<file path="src/rtl/rr_arb_pkg.sv">
// Shared types and helpers for the round-robin grant arbiter.
// Holds the FSM state enum, width helpers and a reference pick function.
package rr_arb_pkg;

  typedef enum logic {
    IDLE  = 1'b0,
    OWNED = 1'b1
  } state_e;

  localparam int unsigned MAX_REQ   = 16;
  localparam int unsigned MAX_IDX_W = $clog2(MAX_REQ);

  typedef struct packed {
    logic                 found;
    logic [MAX_IDX_W-1:0] idx;
  } pick_t;

  // Keeps counter and index widths at least one bit for the degenerate sizes.
  function automatic int unsigned idx_width(input int unsigned n);
    return (n <= 2) ? 1 : $clog2(n);
  endfunction

  // Behavioural equivalent of rr_arb_pick: first unmasked request at or after ptr.
  function automatic pick_t rr_pick(input logic [MAX_REQ-1:0]   req,
                                    input logic [MAX_IDX_W-1:0] ptr,
                                    input logic [MAX_REQ-1:0]   mask,
                                    input int unsigned          n);
    pick_t r;
    r = '0;
    for (int k = int'(n) - 1; k >= 0; k--) begin
      int unsigned j;
      j = (int'(ptr) + k) % n;
      if (req[j] && !mask[j]) begin
        r.found = 1'b1;
        r.idx   = MAX_IDX_W'(j);
      end
    end
    return r;
  endfunction

endpackage

</file>
<file path="src/rtl/rr_arb_pick.sv">
// Combinational round-robin pick: rotate the masked requests down by ptr,
// take the lowest set bit, then rotate the offset back to an absolute index.
module rr_arb_pick
  import rr_arb_pkg::*;
#(
  parameter int unsigned N_REQ = 4,
  parameter int unsigned IDX_W = 2
) (
  input  logic [N_REQ-1:0] req_i,
  input  logic [IDX_W-1:0] ptr_i,
  input  logic [N_REQ-1:0] mask_i,
  output logic [IDX_W-1:0] idx_o,
  output logic             found_o
);

  logic [N_REQ-1:0]   masked;
  logic [2*N_REQ-1:0] doubled;
  logic [2*N_REQ-1:0] shifted;
  logic [N_REQ-1:0]   rotated;
  logic [IDX_W-1:0]   offset;
  logic [IDX_W:0]     sum;

  always_comb begin
    masked  = req_i & ~mask_i;
    doubled = {masked, masked};
    shifted = doubled >> ptr_i;
    rotated = shifted[N_REQ-1:0];
    found_o = |rotated;
    offset  = '0;
    for (int k = N_REQ - 1; k >= 0; k--) begin
      if (rotated[k]) begin
        offset = IDX_W'(k);
      end
    end
    // Undo the rotation modulo N_REQ; ptr and offset are both below N_REQ.
    sum = {1'b0, ptr_i} + {1'b0, offset};
    if (sum >= (IDX_W+1)'(N_REQ)) begin
      sum = sum - (IDX_W+1)'(N_REQ);
    end
    idx_o = sum[IDX_W-1:0];
  end

endmodule

</file>
<file path="src/rtl/rr_grant_arbiter.sv">
// Round-robin arbiter with owner hold and forced rotation after MAX_HOLD cycles.
// Define RR_GRANT_ARBITER_ASSERT_EN to compile the embedded req/gnt contract assertions.
module rr_grant_arbiter
  import rr_arb_pkg::*;
#(
  parameter int unsigned N_REQ    = 4,
  parameter int unsigned MAX_HOLD = 8
) (
  input  logic                     clk,
  input  logic                     rst,
  input  logic [N_REQ-1:0]         req,
  output logic [N_REQ-1:0]         gnt,
  output logic                     gnt_valid,
  output logic [$clog2(N_REQ)-1:0] gnt_idx,
  output logic                     preempt
);

  localparam int unsigned IDX_W  = $clog2(N_REQ);
  localparam int unsigned HOLD_W = idx_width(MAX_HOLD);
  localparam logic [HOLD_W-1:0] HOLD_LAST = HOLD_W'(MAX_HOLD - 1);
  localparam logic [N_REQ-1:0]  ONE_HOT0  = {{(N_REQ-1){1'b0}}, 1'b1};

  state_e            state_q, state_d;
  logic [N_REQ-1:0]  gnt_q, gnt_d;
  logic [IDX_W-1:0]  idx_q, idx_d;
  logic [IDX_W-1:0]  ptr_q, ptr_d;
  logic [HOLD_W-1:0] holdCnt_q, holdCnt_d;
  logic              preempt_q, preempt_d;

  logic [IDX_W-1:0]  ownerNext;
  logic [IDX_W-1:0]  pickPtr;
  logic [N_REQ-1:0]  pickMask;
  logic [IDX_W-1:0]  pickIdx;
  logic              pickFound;
  logic              ownerReq;
  logic              otherReq;

  // While owned, both release and preemption search from the slot after the owner,
  // never picking the owner itself.
  always_comb begin
    ownerNext = (idx_q == IDX_W'(N_REQ - 1)) ? '0 : idx_q + IDX_W'(1);
    pickPtr   = (state_q == OWNED) ? ownerNext : ptr_q;
    pickMask  = (state_q == OWNED) ? gnt_q : '0;
    ownerReq  = |(req & gnt_q);
    otherReq  = |(req & ~gnt_q);
  end

  rr_arb_pick #(
    .N_REQ (N_REQ),
    .IDX_W (IDX_W)
  ) u_pick (
    .req_i   (req),
    .ptr_i   (pickPtr),
    .mask_i  (pickMask),
    .idx_o   (pickIdx),
    .found_o (pickFound)
  );

  always_comb begin
    state_d   = state_q;
    gnt_d     = gnt_q;
    idx_d     = idx_q;
    ptr_d     = ptr_q;
    holdCnt_d = holdCnt_q;
    preempt_d = 1'b0;

    unique case (state_q)
      IDLE: begin
        if (pickFound) begin
          state_d   = OWNED;
          gnt_d     = ONE_HOT0 << pickIdx;
          idx_d     = pickIdx;
          holdCnt_d = '0;
        end else begin
          gnt_d = '0;
          idx_d = '0;
        end
      end
      OWNED: begin
        if (!ownerReq) begin
          ptr_d     = ownerNext;
          holdCnt_d = '0;
          if (pickFound) begin
            gnt_d = ONE_HOT0 << pickIdx;
            idx_d = pickIdx;
          end else begin
            state_d = IDLE;
            gnt_d   = '0;
            idx_d   = '0;
          end
        end else if (otherReq && holdCnt_q == HOLD_LAST) begin
          ptr_d     = ownerNext;
          gnt_d     = ONE_HOT0 << pickIdx;
          idx_d     = pickIdx;
          holdCnt_d = '0;
          preempt_d = 1'b1;
        end else if (holdCnt_q != HOLD_LAST) begin
          holdCnt_d = holdCnt_q + HOLD_W'(1);
        end
      end
      default: begin
        state_d = IDLE;
        gnt_d   = '0;
        idx_d   = '0;
      end
    endcase
  end

  always_ff @(posedge clk) begin
    if (rst) begin
      state_q   <= IDLE;
      gnt_q     <= '0;
      idx_q     <= '0;
      ptr_q     <= '0;
      holdCnt_q <= '0;
      preempt_q <= 1'b0;
    end else begin
      state_q   <= state_d;
      gnt_q     <= gnt_d;
      idx_q     <= idx_d;
      ptr_q     <= ptr_d;
      holdCnt_q <= holdCnt_d;
      preempt_q <= preempt_d;
    end
  end

  assign gnt       = gnt_q;
  assign gnt_valid = |gnt_q;
  assign gnt_idx   = idx_q;
  assign preempt   = preempt_q;

`ifdef RR_GRANT_ARBITER_ASSERT_EN
  localparam int unsigned WAIT_MAX = (N_REQ - 1) * MAX_HOLD + 1;

  aGntOnehot: assert property (@(posedge clk) disable iff (rst) $onehot0(gnt))
    else $error("[ASSERT] gnt not onehot0 at %0t idx %0d", $time, gnt_idx);

  aGntIdx: assert property (@(posedge clk) disable iff (rst)
    gnt_valid |-> gnt == (ONE_HOT0 << gnt_idx))
    else $error("[ASSERT] gnt/gnt_idx disagree at %0t idx %0d", $time, gnt_idx);

  aPreemptValid: assert property (@(posedge clk) disable iff (rst) preempt |-> gnt_valid)
    else $error("[ASSERT] preempt without grant at %0t idx %0d", $time, gnt_idx);

  for (genvar i = 0; i < N_REQ; i++) begin : g_req_props
    aGntHadReq: assert property (@(posedge clk) disable iff (rst) gnt[i] |-> $past(req[i]))
      else $error("[ASSERT] grant without request at %0t idx %0d", $time, i);

    aFairWait: assert property (@(posedge clk) disable iff (rst)
      req[i] && !gnt[i] |-> ##[1:WAIT_MAX] gnt[i])
      else $error("[ASSERT] wait bound exceeded at %0t idx %0d", $time, i);
  end
`endif

endmodule

</file>
<file path="config.mk">
export PLATFORM = sky130hd
export DESIGN_NAME = rr_grant_arbiter
export DESIGN_NICKNAME = d
export VERILOG_FILES = /design/src/rtl/rr_arb_pkg.sv /design/src/rtl/rr_arb_pick.sv /design/src/rtl/rr_grant_arbiter.sv
export SDC_FILE = /design/constraint.sdc
export NUM_CORES = 1
export LEC_CHECK = 0
export CORE_MARGIN = 3
export CORE_UTILIZATION = 54
export DETAILED_ROUTE_END_ITERATION = 10
export GPL_TIMING_DRIVEN = 0
export PLACE_DENSITY = 0.84
export SKIP_CTS_REPAIR_TIMING = 1
export SYNTH_ARGS = -nofsm -noshare
export SYNTH_HDL_FRONTEND = slang
export SYNTH_SLANG_ARGS = --single-unit
</file>
<file path="constraint.sdc">
create_clock -name clk -period 4.9 [get_ports clk]
set_input_delay 0.98 -clock clk [delete_from_list [all_inputs] [get_ports clk]]
set_output_delay 0.98 -clock clk [all_outputs]
set_load 0.02 [all_outputs]
</file>
==> results of run 1 <==
-- critical path, cell delays in order --
cell and delay, ns:
clkdlybuf4s50_1 0.50, a21boi_1 0.54, nand2_1 0.11, a21oi_1 0.17, o22ai_1 0.09, mux2_2 0.29, ha_1 0.19, xnor2_1 0.25
xnor2_2 0.16, a22o_1 0.20
-- routing by layer --
metal | GRT usage, % | up-vias | routed length, um
li1 | - | 423 | -
met1 | 28.3 | 407 | 943
met2 | 33.5 | 24 | 920
met3 | 7.03 | 4 | 118
met4 | 9.09 | 0 | 25
met5 | 0 | - | 0
-- power by group through the flow --
stage	sequential [W]	combinational (W)	clock (W)
after floorplan	0.000186	0.000225	0
after global placement	0.000171	0.000338	0
after detailed placement	0.000172	0.000346	0
after CTS	0.000170	0.000350	0.0000692
after global routing	0.000175	0.000384	0.0000733
final	0.000170	0.000351	0.0000684
-- cells in the final DEF, fill, tap and decap left out, types with 2 or more instances in the layout --
cell             count
dfxtp_1             13
nand2_1             12
nor2_1              12
clkdlybuf4s50_1     12
a21oi_1              4
mux2i_1              4
a22o_1               4
nor2b_1              4
inv_1                4
ha_1                 4
clkbuf_1             3
a211oi_1             3
clkbuf_4             3
a21boi_1             2
mux2_2               2
or4_1                2
nand2b_1             2
o21ai_1              2
nor3_1               2
o31ai_2              2
or3_1                2
-- path summary, 6_finish.rpt --
kind | endpoint | slack (ns) | cells past startpoint
hold / removal | ptr_q[0] | 0.47 | 2
hold reg to reg | ptr_q[0] | 0.47 | 2
setup / recovery | gnt[0] | 1.62 | 10
setup reg to reg | gnt[0] | 2.30 | 10
-- cells by family (layout without fill, tap and decap cells) --
| group | after synthesis | in the layout | share of synthesized area, % |
|---|---|---|---|
| and+or+nand+nor | 42 | 42 | 24.0 |
| AOI/OAI and AO/OA | 30 | 30 | 27.4 |
| DFF | 13 | 13 | 29.3 |
| buffers and inverters | 8 | 24 | 3.81 |
| muxes | 6 | 6 | 7.05 |
| adders and majority gates | 4 | 4 | 5.64 |
| xor gates and xnor gates | 2 | 2 | 2.82 |
-- cell type report --
class / instances / area [um2] / share of cell area [%]
Multi-Input combinational cell: 84 / 593 / 56.3
Clock buffer: 4 / 26.3 / 2.49
Tap cell: 16 / 20.0 / 1.90
Inverter: 5 / 18.8 / 1.78
Timing Repair Buffer: 12 / 120 / 11.4
Buffer: 3 / 15.0 / 1.43
Sequential cell: 13 / 260 / 24.7
-- sequential cells by signal, indices dropped and copies added (netlist names) --
register   cells
gnt            4
holdCnt_q      3
gnt_idx        2
ptr_q          2
preempt        1
state_q        1
-- metrics by stage --
stage,util (%),hold slack (ns)
floorplan,-,0.432
global placement,67.4,0.447
detailed placement,67.4,0.451
CTS,69.1,0.466
global route,69.1,0.484
finish,69.1,0.466
==> reports/metrics.yaml, run 1 <==
drtIter0Drc: 18
crit_fanout: 7
cts-root-buf: "clkbuf_4"
worstSetupPathType: "in2reg"
hpwlAfterDp_um: 1490
hold_viol: 0
synth_most_common_cell: "dfxtp_1"
numCtsBuffers: 3
core_um2: 1520
grt_pass1_wl_um: 3360
wl_per_cell_um: 14.6
ys_ff_latch: 13
cts_max_path_buffers: 2
comb_power_share_pct: 59.5
ys_seq_area_share_pct: 29.3
synth.net_count: 115
tns_ns: 0
drc: 0
synthDistinctLibCells: 42
synth_area_leaders: "dfxtp_1 (29%), ha_1 (5.6%), nand2_1 (5.1%), nor2_1 (5.1%), mux2i_1 (4.5%)"
finalClockSkew_ns: 0.00549
timing.final.ws_setup_ns: 1.62
design_area_um2: 1050
finalPower_w: 0.000590
rows: 14
final_nets: 132
initial_core_util_pct: 58.2
maxCapViolCount: 0
cts_max_level: 1
status: "finished, final reports clean"
fillers: 119
cts_tree: "built"
synth_edf_count: 0
grt_usage_pct: 22.0
yosys-top-cells-count: "dfxtp_1 (13), nand2_1 (12), nor2_1 (12)"
syn_area_um2: 887
first_pass_iters: 4
gp_congestion: 0.745
min_from: "ptr_q[0]"
place_ws_ns: 1.36
dieArea_um2: 2170
dieWidth_um: 46.5
clkTransAtPathRegs_ns: 0.08
p_clk_share_pct: 11.6
hold_path.class: "reg2reg"
grt_max_degree: 11
ant_nets: 0
clk_latency_ns: 0.28
area_growth_pct: 18.8
netlist_instances: 105
antenna_found_initial: 0
synth_top_area_share_pct: 29.3
async_flop_share_pct: 0
worst_ir_drop_vdd_uv: 386
pwr_density_cell_nw_per_um2: 560
port_buffers: 12
drive_above_1_share_pct: 13.2
fmax_ghz: 0.305
drv_slew: 0
grt_pass1_vias: 755
wirelength_um: 2010
seq_power_share_pct: 28.9
period_minus_slack_ns: 3.28
stdcell_count: 137
synth_top_flop_cell: "dfxtp_1"
die_y_um: 46.5
end_kind: "flip-flop"
crit_arrival_ns: 3.46
avgSynthCellArea_um2: 8.45
setup_viol: 0
vias: 858
internal_power_w: 0.000327
timing.final.crit_share_pct: 67.0
worst_slew_pin_slew_ns: 0.641
p_switching_w: 0.000263
slew_headroom_pct: 56.9
antenna_cells: 0
ys_warn_count: 0
switching_share_pct: 44.5
cp-start-kind: "primary input"
gr-total-overflow: 0
r2r_start: "state_q"
num_io_pins: 14
required_ns: 5.08
synth_top_area_cell: "dfxtp_1"
rsz0062_at_grt: "false"
numClockSinks: 13
dp.cells: 133
crit_start: "req[2]"
vias_per_cell: 6.26
dpl-instance-area_um2: 1030
p_leak_nw: 0.400
(Power assumes the default switching activity.)
==> run 2: changes to the inputs <==
- CORE_UTILIZATION: 54 -> 47
- PLACE_DENSITY: 0.84 -> 0.78
- clock period: 4.9 -> 3 ns (I/O delays scaled with it)
==> run 2 against run 1 <==
Combinational power is 64% higher. Utilization is 7.6 points lower. Die area is 13% higher. Hold slack better by 0.0092 ns. Sequential share of layout area is 0.46 points lower. Clock skew is 0.0065 ns higher. Largest power group unchanged. Clock power is 61% higher. Non-clock buffer count stayed put. Worst setup slack worse by 1.4 ns. Register-to-register slack worse by 1.9 ns.
==> reports/metrics.yaml, run 2 (synthesis gave the netlist of run 1 again) <==
rows: 15
status: "finished, final reports clean"
finalPower_w: 0.000969
fmax_ghz: 0.354
required_ns: 3.18
drtIter0Drc: 6
hpwlAfterDp_um: 1570
critical_path.cell_chain: "clkdlybuf4s50_1 > a21boi_0 > o22ai_1 > mux2_2 > ha_1 > xnor2_1 > xnor2_2 > a22o_1"
final_cell_mix: "dfxtp_1 (13), nand2_1 (12), nor2_1 (12), clkdlybuf4s50_1 (12)"
area_growth_pct: 21.0
setup_viol: 0
crit_arrival_ns: 3.01
finalClockSkew_ns: 0.0120
drv_slew: 0
worstSetupPathType: "in2reg"
fillers: 152
die_y_um: 49.4
worst_slew_pin_slew_ns: 0.675
crit_family: "compound AO/OA/AOI/OAI gates"
end_kind: "flip-flop"
final_nets: 132
layout.cells.most_common: "dfxtp_1"
ant_nets: 0
timing.final.crit_share_pct: 94.2
worst_ir_drop_vdd_uv: 594
crit_fanout: 5
gp_congestion: 0.889
gr-total-overflow: 0
clkTransAtPathRegs_ns: 0.09
cts_max_path_buffers: 2
vias_per_cell: 5.60
first_pass_iters: 4
num_io_pins: 14
cts_tree: "built"
clk_latency_ns: 0.28
grt_usage_pct: 18.2
maxCapViolCount: 0
numClockSinks: 13
cp-start-kind: "primary input"
cp.buffers_inverters: 1
grt_pass1_vias: 773
slew_headroom_pct: 54.6
critPathMaxStageDelay_ns: 0.58
core_um2: 1750
grt_pass1_wl_um: 3510
vias: 817
grt_max_degree: 11
dieWidth_um: 49.4
hold_path.class: "reg2reg"
rsz0062_at_grt: "false"
wl_per_cell_um: 13.7
port_buffers: 12
dieArea_um2: 2440
initial_core_util_pct: 50.8
drive_above_1_share_pct: 15.7
antenna_cells: 0
drc: 0
wirelength_um: 2010
largest_reg_flops: 4
pwr_density_cell_nw_per_um2: 903
tns_ns: 0
cts-root-buf: "clkbuf_4"
period_minus_slack_ns: 2.83
numCtsBuffers: 3
p_leak_nw: 0.404
slowest_stage: "a21boi_0"
antenna_found_initial: 0
cts_max_level: 1
hold_viol: 0
-- run 2: cell count changes in the layout (fill, tap and decap cells not counted), sizes merged --
cell    change
clkbuf      -1
clkinv      +1
-- run 2: area by class of cell --
class                   count  area [um2]  area share [%]
clock buffers               3        22.5            2.10
inverters                   5        18.8            1.75
flip-flops and latches     13         260            24.2
multi-input cells          84         601            55.9
well taps                  25        31.3            2.91
repair buffers             12         120            11.2
plain buffers               3        15.0            1.40
clock inverters             1        5.00           0.466
-- run 2: path summary, 6_finish.rpt --
kind | to | startpoint | depth (start not counted) | slack, ns
setup / recovery | gnt[0] | req[0] | 8 | 0.17
hold / removal | ptr_q[0] | ptr_q[0] | 2 | 0.48
setup reg to reg | gnt[0] | gnt_idx[1] | 9 | 0.43
hold reg to reg | ptr_q[0] | ptr_q[0] | 2 | 0.48
-- run 2: where the power goes --
group | switching (W) | internal (W)
registers | 0.0000635 | 0.000220
clock network | 0.0000601 | 0.0000495
logic | 0.000313 | 0.000263
-- run 2: worst register-to-register path: stages, from the launching register on --
cell and delay [ns]:
dfxtp_1 0.42, ha_1 0.28, mux2i_1 0.36, nor2_1 0.12, o2bb2ai_1 0.15, mux2_2 0.28
ha_1 0.19, xnor2_1 0.28, xnor2_2 0.16, a22o_1 0.22
-- run 2: through the flow --
stage               cells  hold slack, ns  utilization, %  instance area [um2]  worst slack [ns]
finish                146           0.475            61.5                 1070             0.173
global placement      142           0.445            59.5                 1040            -0.100
floorplan             105           0.432               -                  887             0.586
global route          146           0.482            61.5                 1070            0.0558
CTS                   146           0.477            61.1                 1070            0.0658
detailed placement    142           0.464            59.5                 1040            -0.223
-- run 2: per-layer routing --
layer	wire (um)	global-route usage (%)	up-vias
met5	0	0	-
met1	907	22.0	380
met3	117	4.59	2
met4	7	4.15	0
li1	-	-	414
met2	974	31.9	21
==> run 3: changes to the inputs <==
- SLEW_MARGIN: unset -> 15
==> results of run 3 <==
Final layout, timing and power as in run 2 (identical DEF).
